===== src/rtl/pong_bar_sched.sv =====
// pong_bar_sched: picks a bar move from either the Nios custom instruction
// (absolute Y) or the push-button stepper (relative steps). Each target is
// clamped, held for a settle delay, and committed only during vertical blank,
// so the bar never tears mid-frame.
module pong_bar_sched #(
  parameter int unsigned Y_INIT       = 195,
  parameter int unsigned Y_MIN        = 6,
  parameter int unsigned Y_MAX        = 382,
  parameter int unsigned STEP         = 8,
  parameter int unsigned DELAY_CYCLES = 1048575,
  parameter int unsigned COMMIT_LINE  = 480
) (
  input  logic       clk_in,
  input  logic       i_rst,
  input  logic       enablePong,
  input  logic       clk_en,
  input  logic       refreshBar,
  input  logic [8:0] coordY,
  input  logic       btn_req,
  input  logic       btn_dir,
  input  logic       o_active,
  input  logic [8:0] o_y,
  output logic [8:0] y_bar,
  output logic       ci_done,
  output logic       busy,
  output logic       commit,
  output logic       ovr
);

  typedef enum logic [1:0] {IDLE, DELAY, WAIT_BLANK, COMMIT} state_t;

  // The counter only ever needs to reach DELAY_CYCLES-1.
  localparam int unsigned CNT_W = (DELAY_CYCLES > 1) ? $clog2(DELAY_CYCLES) : 1;
  localparam logic [CNT_W-1:0] CNT_LAST =
    CNT_W'((DELAY_CYCLES > 0) ? (DELAY_CYCLES - 1) : 0);

  localparam logic [9:0] Y_MIN_W  = 10'(Y_MIN);
  localparam logic [9:0] Y_MAX_W  = 10'(Y_MAX);
  localparam logic [9:0] STEP_W   = 10'(STEP);
  localparam logic [8:0] Y_MIN_N  = 9'(Y_MIN);
  localparam logic [8:0] Y_MAX_N  = 9'(Y_MAX);
  localparam logic [8:0] Y_INIT_N = 9'(Y_INIT);
  localparam logic [8:0] COMMIT_N = 9'(COMMIT_LINE);

  state_t           state;
  state_t           state_next;
  logic [CNT_W-1:0] cnt;
  logic             ci_pend;
  logic [8:0]       ci_val;
  logic             btn_pend;
  logic             btn_dir_q;
  logic             last_btn;
  logic [8:0]       tgt;
  logic [8:0]       tgt_calc;
  logic             grant_ci;
  logic             grant_btn;
  logic             ci_req;
  logic             blank;
  logic [9:0]       y_wide;
  logic [9:0]       ci_wide;

  assign ci_req  = clk_en & refreshBar;
  assign blank   = ~o_active & (o_y >= COMMIT_N);
  assign y_wide  = {1'b0, y_bar};
  assign ci_wide = {1'b0, ci_val};

  // State register; falls back to IDLE on reset.
  always_ff @(posedge clk_in or negedge i_rst) begin
    if (!i_rst) begin
      state <= IDLE;
    end else begin
      state <= state_next;
    end
  end

  // Next state and round-robin grant; disabling the game abandons any move.
  always_comb begin
    state_next = state;
    grant_ci   = 1'b0;
    grant_btn  = 1'b0;
    if (!enablePong) begin
      state_next = IDLE;
    end else begin
      case (state)
        IDLE: begin
          if (ci_pend && btn_pend) begin
            if (last_btn) begin
              grant_ci = 1'b1;
            end else begin
              grant_btn = 1'b1;
            end
          end else if (ci_pend) begin
            grant_ci = 1'b1;
          end else if (btn_pend) begin
            grant_btn = 1'b1;
          end
          if (grant_ci || grant_btn) begin
            state_next = (DELAY_CYCLES == 0) ? WAIT_BLANK : DELAY;
          end
        end
        DELAY: begin
          if (cnt == CNT_LAST) begin
            state_next = WAIT_BLANK;
          end
        end
        WAIT_BLANK: begin
          if (blank) begin
            state_next = COMMIT;
          end
        end
        COMMIT: begin
          state_next = IDLE;
        end
        default: begin
          state_next = IDLE;
        end
      endcase
    end
  end

  // Clamped target for whichever requester is granted; buttons step from the live y_bar.
  always_comb begin
    tgt_calc = y_bar;
    if (grant_ci) begin
      if (ci_wide < Y_MIN_W) begin
        tgt_calc = Y_MIN_N;
      end else if (ci_wide > Y_MAX_W) begin
        tgt_calc = Y_MAX_N;
      end else begin
        tgt_calc = ci_val;
      end
    end else if (btn_dir_q) begin
      if (y_wide + STEP_W > Y_MAX_W) begin
        tgt_calc = Y_MAX_N;
      end else begin
        tgt_calc = 9'(y_wide + STEP_W);
      end
    end else begin
      if (y_wide < Y_MIN_W + STEP_W) begin
        tgt_calc = Y_MIN_N;
      end else begin
        tgt_calc = 9'(y_wide - STEP_W);
      end
    end
  end

  // Request capture, settle counter and the registered outputs.
  always_ff @(posedge clk_in or negedge i_rst) begin
    if (!i_rst) begin
      y_bar     <= Y_INIT_N;
      ci_done   <= 1'b0;
      busy      <= 1'b0;
      commit    <= 1'b0;
      ovr       <= 1'b0;
      ci_pend   <= 1'b0;
      ci_val    <= '0;
      btn_pend  <= 1'b0;
      btn_dir_q <= 1'b0;
      last_btn  <= 1'b1;
      cnt       <= '0;
      tgt       <= Y_INIT_N;
    end else begin
      ci_done <= ci_req;
      busy    <= (state_next != IDLE);
      commit  <= 1'b0;
      if (!enablePong) begin
        ci_pend  <= 1'b0;
        btn_pend <= 1'b0;
        cnt      <= '0;
      end else begin
        if (ci_req) begin
          ci_pend <= 1'b1;
          ci_val  <= coordY;
        end else if (grant_ci) begin
          ci_pend <= 1'b0;
        end
        if (btn_req && !btn_pend) begin
          btn_pend  <= 1'b1;
          btn_dir_q <= btn_dir;
        end else if (grant_btn) begin
          btn_pend <= 1'b0;
        end
        if (btn_req && btn_pend) begin
          ovr <= 1'b1;
        end
        if (grant_ci || grant_btn) begin
          tgt      <= tgt_calc;
          last_btn <= grant_btn;
          cnt      <= '0;
        end else if (state == DELAY) begin
          cnt <= cnt + 1'b1;
        end
        if ((state == WAIT_BLANK) && blank) begin
          y_bar  <= tgt;
          commit <= 1'b1;
        end
      end
    end
  end

endmodule


===== config.mk =====
export PLATFORM = sky130hd
export DESIGN_NAME = pong_bar_sched
export DESIGN_NICKNAME = d
export VERILOG_FILES = /design/src/rtl/pong_bar_sched.sv
export SDC_FILE = /design/constraint.sdc
export NUM_CORES = 1
export LEC_CHECK = 0
export CORE_MARGIN = 2
export CORE_UTILIZATION = 31
export CTS_CLUSTER_DIAMETER = 50
export DETAILED_ROUTE_END_ITERATION = 7
export GPL_TIMING_DRIVEN = 0
export PLACE_DENSITY = 0.61
export SLEW_MARGIN = 0
export SYNTH_ARGS = -nofsm -noshare
export SYNTH_HDL_FRONTEND = slang
export SYNTH_SLANG_ARGS = --single-unit

===== constraint.sdc =====
create_clock -name clk_in -period 4.81 [get_ports clk_in]
set_clock_uncertainty 0.2 [all_clocks]
set_input_delay 0.962 -clock clk_in [delete_from_list [all_inputs] [get_ports clk_in]]
set_output_delay 0.962 -clock clk_in [all_outputs]
set_load 0.05 [all_outputs]

==> results of run 1 <==
worst max-delay path by stage:
stage,start,to,cells past startpoint
finish,y_bar[4],tgt[1],8
global route,y_bar[4],tgt[2],8
CTS,y_bar[6],y_bar[6],1
detailed placement,enablePong,tgt[2],6
global placement,i_rst,ovr,1
floorplan,y_bar[4],tgt[1],8
worst max-delay path, cell delays in order (launching register included):
cell	delay [ns]
dfrtp_1	0.45
clkbuf_1	0.37
inv_1	0.15
ha_1	0.36
nand4_1	0.09
or3_1	0.37
a2111oi_4	0.37
nor3b_1	0.15
a222oi_1	0.36
synth_stat cells (all sizes together) (4+ instances only):
cell type and count:
dfstp 9, dfrtp 48, a21oi 12, nor2 28, or3 6, clkbuf 14
and4 4, xnor2 7, ha 5, nand2 25, mux2 17, nor4 4
o21ai 15, nor2b 4, nand3 14, xor2 12, a31oi 4, nand4 10
inv 17
cell usage in the layout, fill, tap and decap left out, types with 2 or more instances in the layout:
| cell | instances |
|---|---|
| and3_1 | 3 |
| nand3_1 | 13 |
| clkbuf_1 | 15 |
| a21o_1 | 2 |
| o21ai_0 | 12 |
| dfstp_2 | 9 |
| o211ai_1 | 2 |
| a221oi_1 | 3 |
| inv_1 | 17 |
| mux2_2 | 17 |
| xor2_1 | 12 |
| nand2_1 | 25 |
| o21bai_1 | 2 |
| a31oi_1 | 4 |
| clkinv_2 | 3 |
| nor2b_1 | 4 |
| nand2b_1 | 3 |
| a2bb2oi_1 | 2 |
| dfrtp_1 | 48 |
| nor2_1 | 28 |
| clkbuf_8 | 9 |
| ha_1 | 5 |
| and2_1 | 3 |
| a222oi_1 | 3 |
| clkdlybuf4s50_1 | 31 |
| and4_1 | 4 |
| buf_2 | 3 |
| o41ai_1 | 2 |
| nor3_1 | 3 |
| a21oi_1 | 12 |
| xnor2_1 | 7 |
| nor4_1 | 4 |
| or3_1 | 5 |
| o21ai_1 | 3 |
| bufinv_16 | 2 |
| or4_1 | 2 |
| nand4_1 | 10 |
| a211oi_1 | 3 |
metal layers:
layer  wire length, um  GRT usage
met5                 0          0
met4                70     0.0617
met3               215     0.0319
met2              3220      0.224
met1              3210      0.181
flip-flops by register name (all words and copies together) (netlist names):
signal     flops
ci_pend        1
cnt           20
busy           1
btn_pend       1
state          2
ci_done        1
ovr            1
btn_dir_q      1
last_btn       1
commit         1
tgt            9
y_bar          9
ci_val         9
kinds of logic (layout without fill, tap and decap cells):
logic type      after synthesis  in the layout  share of synthesized area
simple gates                115            115                      0.201
compound gates               59             59                      0.137
flops                        57             57                      0.476
buf+inv                      34             83                     0.0443
xor+xnor                     19             19                     0.0550
mux                          18             18                     0.0666
fa+ha+maj                     5              5                     0.0207
metrics by stage:
| step | hold WS (ns) | setup WS (ns) | power (W) | cell area, um^2 |
|---|---|---|---|---|
| finish | 0.270 | 1.84 | 0.00123 | 3740 |
| global placement | 0.253 | 0.734 | 0.000753 | 3510 |
| CTS | 0.276 | 1.86 | 0.00125 | 3740 |
| global route | 0.295 | 1.64 | 0.00130 | 3740 |
| floorplan | 0.246 | 1.91 | 0.000692 | 3020 |
| detailed placement | 0.259 | 1.87 | 0.000760 | 3530 |
final cells by class:
type / instances / area (um^2)
buffer: 17 / 70.1
tap: 133 / 166
multi-input combinational: 216 / 1450
fill: 1003 / 5900
sequential: 57 / 1440
clock inverter: 6 / 82.6
timing repair buffer: 33 / 343
inverter: 17 / 63.8
clock buffer: 10 / 128
power by group through the flow:
stage	Sequential [W]	Clock (W)	Combinational, W
final	0.000574	0.000484	0.000177
after global routing	0.000580	0.000522	0.000199
after CTS	0.000574	0.000496	0.000178
after detailed placement	0.000582	0	0.000177
after global placement	0.000581	0	0.000172
after floorplan	0.000580	0	0.000111
==> metrics.md, run 1 <==
| Metric | Value |
|---|---|
| Worst Hold Class | reg2reg |
| Yosys warnings | 0 |
| DRC Markers | 0 |
| Pin count of the biggest net entering global routing | 36 |
| Max Slew Vio Count | 0 |
| Worst R2R Start | y_bar[4] |
| Critical path capture point type | register |
| Reg2reg end | tgt[1] |
| Share of the synthesized area in the top cell type | 0.397 |
| Switch Pwr | between 0.0003 and 0.0004 W |
| Min-Delay Endpoint | ovr |
| Int Pwr | 0.000911 W |
| Setup TNS | 0 ns |
| Final Hold Vio Count | 0 |
| Post-synth EDFFs | 0 |
| Yosys cell types | 53 |
| R2r setup slk | 1.84 ns |
| Ant. Diodes | 0 |
| Util after Layout | 0.388 |
| Outcome | finished, final reports clean |
| Seq pwr share | 0.465 |
| Share of post-route cells with drive strength above 1 | 0.143 |
| Sequential area share after synthesis | 0.476 |
| Synth Area per Inst | 9.85 um^2 |
| Hold Path Cell Cnt | 1 |
| Core area | about 0.0096 mm^2 |
| Final net count | 382 |
| Post-cts gate resize count | 0 |
| Die width | 103 um |
| Tcrit/Tclk final | 0.617 |
| Worst Tran Pin Value | 0.842 ns |
| Post-Syn Instances | 307 |
| Die Span Y | 103 um |
| DR pass1 iterations | 4 |
| Worst vdd ir | 0.000144 V |
| Clk root buf | clkbuf_8 |
| Die area | 0.0106 mm^2 |
| Hold Path Origin | ovr |
| Placer Congestion | slightly below 0.9 |
| Top FF cell, synth | dfrtp_1 |
| First-pass GRT wire length | 11400 um |
| H-tree depth | 3 |
| Sw Share | 0.263 |
| Worst slew margin | 0.438 |
| Routed Antenna Nets | 0 |
| DP Cell Count | 473 |
| Drt wl/cell | between 10 and 15 um |
| Synth area leader | dfrtp_1 |
| Leak pwr | ~1.5 nW |
| # IOs | 39 |
| Unrepaired setup endpoints after global routing | false |
| Mapped Nets | 338 |
| Reg2reg path depth | 8 |
| Post-Syn Area | between 0.003 and 0.004 mm^2 |
| CTS buffer count | 9 |
| Worst EP arrival | ~3 ns |
| Clock power share | 0.392 |
| Initial antenna violation count | 0 |
| Number of setup buffers added after CTS | 0 |
| CTS clk-pin slew, worst paths | about 0.070 ns |
| Layout Cells excl Fill | 489 |
| Clk Latency, worst-skew pair | 0.34 ns |
| Max FO, Critical Path | 10 |
| DRT Wirelength | 6720 um |
| WP data required | 4.84 ns |
| Post-synthesis register bit count | 57 |
| GRT Total Usage | 0.139 |
| GRT overflow | 0 |
| Final setup violating endpoints | 0 |
| Port bufs | 32 |
| CTS tree | done |
| Critical Path Start Type | register |
| Number of global-route vias before repair | 2398 |
| Vias | 2411 |
| DR iter-0 viols | 80 |
| Clock Tree Buf Depth | 2 |
| Initial core utilization | 0.314 |
| Max Clk Rate | 0.337 GHz |
| Comb power frac | 0.143 |
| Setup Crit Path Kind | reg2reg |
| Cts hold-fix bufs | 0 |
| Rows | 36 |
| Synthesis-to-layout area growth | 23.8% |
| Power per cell area | 330 mW/mm^2 |
| CTS Sinks | 57 |
| Max-Cap Viols | 0 |
| Final min period | 2.97 ns |
| Area contributors post-synth | dfrtp_1 40%, dfstp_2 7.8%, mux2_2 6.3% |
| Drt via density | 4.93 |
| Async set-reset flop share out of synthesis | 1.00 |
| Post-DP HPWL | 4840 um |
(Power assumes the default switching activity.)
==> run 2, diff against run 1 <==
==> constraint.sdc (replaced) <==
create_clock -name clk_in -period 3 [get_ports clk_in]
set_clock_uncertainty 0.2 [all_clocks]
set_input_delay 0.6 -clock clk_in [delete_from_list [all_inputs] [get_ports clk_in]]
set_output_delay 0.6 -clock clk_in [all_outputs]
set_load 0.05 [all_outputs]
==> run 2 against run 1 <==
Sequential power grew 60%. Design area about the same. Clock-buffer cell count is the same. Combinational power increased by 60%. Global-route usage unchanged. Critical path depth did not move. Register-to-register slack got worse by 1.6 ns. Total power rose by 60%. Clock power is 60% higher. Largest cell class unchanged.
==> metrics.md, run 2 (synthesized netlist as in run 1, its figures left out) <==
| Metric | Value |
|---|---|
| Outcome | finished, final reports clean |
| Worst slew margin | 0.442 |
| Die width | a little over 100 um |
| Cts hold-fix bufs | 0 |
| Final setup violating endpoints | 0 |
| Clock Tree Buf Depth | 2 |
| Post-DP HPWL | 4840 um |
| Ant. Diodes | 0 |
| Initial core utilization | 0.314 |
| Die area | 0.0106 mm^2 |
| Placer Congestion | roughly 0.87 |
| Max reg flops | 20 |
| Setup slack at placement | about 0.086 ns |
| Initial antenna violation count | 0 |
| R2r setup slk | 0.20 ns |
| Most common cell after layout, fill and taps aside | dfrtp_1 |
| Hold slack | 0.171 ns |
| Final net count | between 300 and 400 |
| Area after DPL | 0.00353 mm^2 |
| Pin count of the biggest net entering global routing | 36 |
| Port bufs | 32 |
| Critical path capture point type | register |
| Final worst slack | 0.201 ns |
| Max Clk Rate | 0.357 GHz |
| DRT Wirelength | 6690 um |
| CTS clk-pin slew, worst paths | about 0.060 ns |
| Unrepaired setup endpoints after global routing | false |
| Share of post-route cells with drive strength above 1 | 0.146 |
| Biggest register | cnt |
| Drt via density | 4.91 |
| Core area | 0.00964 mm^2 |
| First-pass GRT wire length | 11400 um |
| Worst Tran Pin Value | 0.837 ns |
| CTS Sinks | 57 |
| DR iter-0 viols | 80 |
| Final min period | 2.80 ns |
| # IOs | 39 |
| Worst R2R Start | y_bar[4] |
| Vias | 2401 |
| Most frequent cells in the layout | 48 x dfrtp_1, 31 x clkdlybuf4s50_1, 28 x nor2_1 |
| Tcrit/Tclk final | 0.933 |
| Max Slew Vio Count | 0 |
| CP startpoint | y_bar[4] |
| Worst Hold Class | in2async |
| Clk root buf | clkbuf_8 |
| WP data required | between 3 and 4 ns |
| GRT Total Usage | 0.139 |
| CTS tree | done |
| Die Span Y | 103 um |
| H-tree depth | 3 |
| Power per cell area | 529 mW/mm^2 |
| Final Hold Vio Count | 0 |
| Synthesis-to-layout area growth | 23.8% |
| Drt wl/cell | between 10 and 15 um |
| DR pass1 iterations | 4 |
| Max-Cap Viols | 0 |
| Critical Path Start Type | register |
| Clk Latency, worst-skew pair | 0.34 ns |
| Leak pwr | approximately 1.5 nW |
| Max FO, Critical Path | 10 |
| CTS buffer count | 9 |
| Worst EP arrival | 2.83 ns |
| Number of global-route vias before repair | 2398 |
| DRC Markers | 0 |
| Setup Crit Path Kind | reg2reg |
| GRT overflow | 0 |
| Worst vdd ir | 0.000230 V |
| Final Cell Area | 0.00374 mm^2 |
| Rows | 36 |
| Total power | ~0.0020 W |
| Routed Antenna Nets | 0 |
==> run 2: worst paths after layout <==
kind,endpoint,depth (start not counted)
worst max-delay path,tgt[1],8
worst min-delay path,cnt[11],1
worst max register to register,tgt[1],8
worst min register to register,ovr,1
max in group asynchronous,y_bar[0],2
min in group clk_in,ovr,1
==> run 2: critical path, stage by stage, from the launching register on <==
cell and delay (ns):
dfrtp_1 0.45, clkbuf_2 0.26, inv_1 0.11, ha_1 0.34
nand4_1 0.09, or3_1 0.37, a2111oi_4 0.37, nor3b_1 0.15
a222oi_1 0.36
==> run 2: area by class of cell <==
| type | count | area (um^2) |
|---|---|---|
| fillers | 1002 | 5900 |
| multi-input cells | 216 | 1450 |
| flip-flops and latches | 57 | 1440 |
| repair buffers | 33 | 343 |
| well taps | 133 | 166 |
| clock buffers | 10 | 128 |
| clock inverters | 6 | 82.6 |
| plain buffers | 17 | 71.3 |
| inverters | 17 | 63.8 |
==> run 2: layer usage <==
| metal | wire length (um) | track usage | up-vias | part of all wire |
|---|---|---|---|---|
| met2 | 3220 | 0.224 | 41 | 0.48 |
| met4 | 71 | 0.0617 | 0 | 0.011 |
| met3 | 212 | 0.0319 | 5 | 0.032 |
| met5 | 0 | 0 | - | 0 |
| met1 | 3190 | 0.181 | 1164 | 0.48 |
| li1 | - | - | 1191 | - |
==> run 2: stage by stage <==
step | instances | util | setup TNS [ns]
floorplan | 307 | - | 0
global placement | 472 | 0.364 | -34.73
detailed placement | 473 | 0.366 | 0
CTS | 489 | 0.388 | 0
global route | 489 | 0.388 | 0
finish | 489 | 0.388 | 0
==> run 2: power breakdown <==
part	switching [W]	total [W]	internal, W
clock	0.000313	0.000776	0.000463
combinational	0.000150	0.000283	0.000133
sequential	0.0000570	0.000921	0.000864
==> run 2: timing repair <==
item,in CTS,in global routing
resized for setup,0,2
endpoints found under the setup margin,0,3
buffers inserted,0,0
==> run 3, diff against run 2 <==
--- a/config.mk
+++ b/config.mk
@@ -10,8 +10,10 @@
 export CTS_CLUSTER_DIAMETER = 50
 export DETAILED_ROUTE_END_ITERATION = 7
 export GPL_TIMING_DRIVEN = 0
+export HOLD_SLACK_MARGIN = 0.03
 export PLACE_DENSITY = 0.61
 export SLEW_MARGIN = 0
 export SYNTH_ARGS = -nofsm -noshare
 export SYNTH_HDL_FRONTEND = slang
 export SYNTH_SLANG_ARGS = --single-unit
+export TNS_END_PERCENT = 30
==> results of run 3 <==
Same layout as run 2: the final DEF is identical, and so are final timing and power.
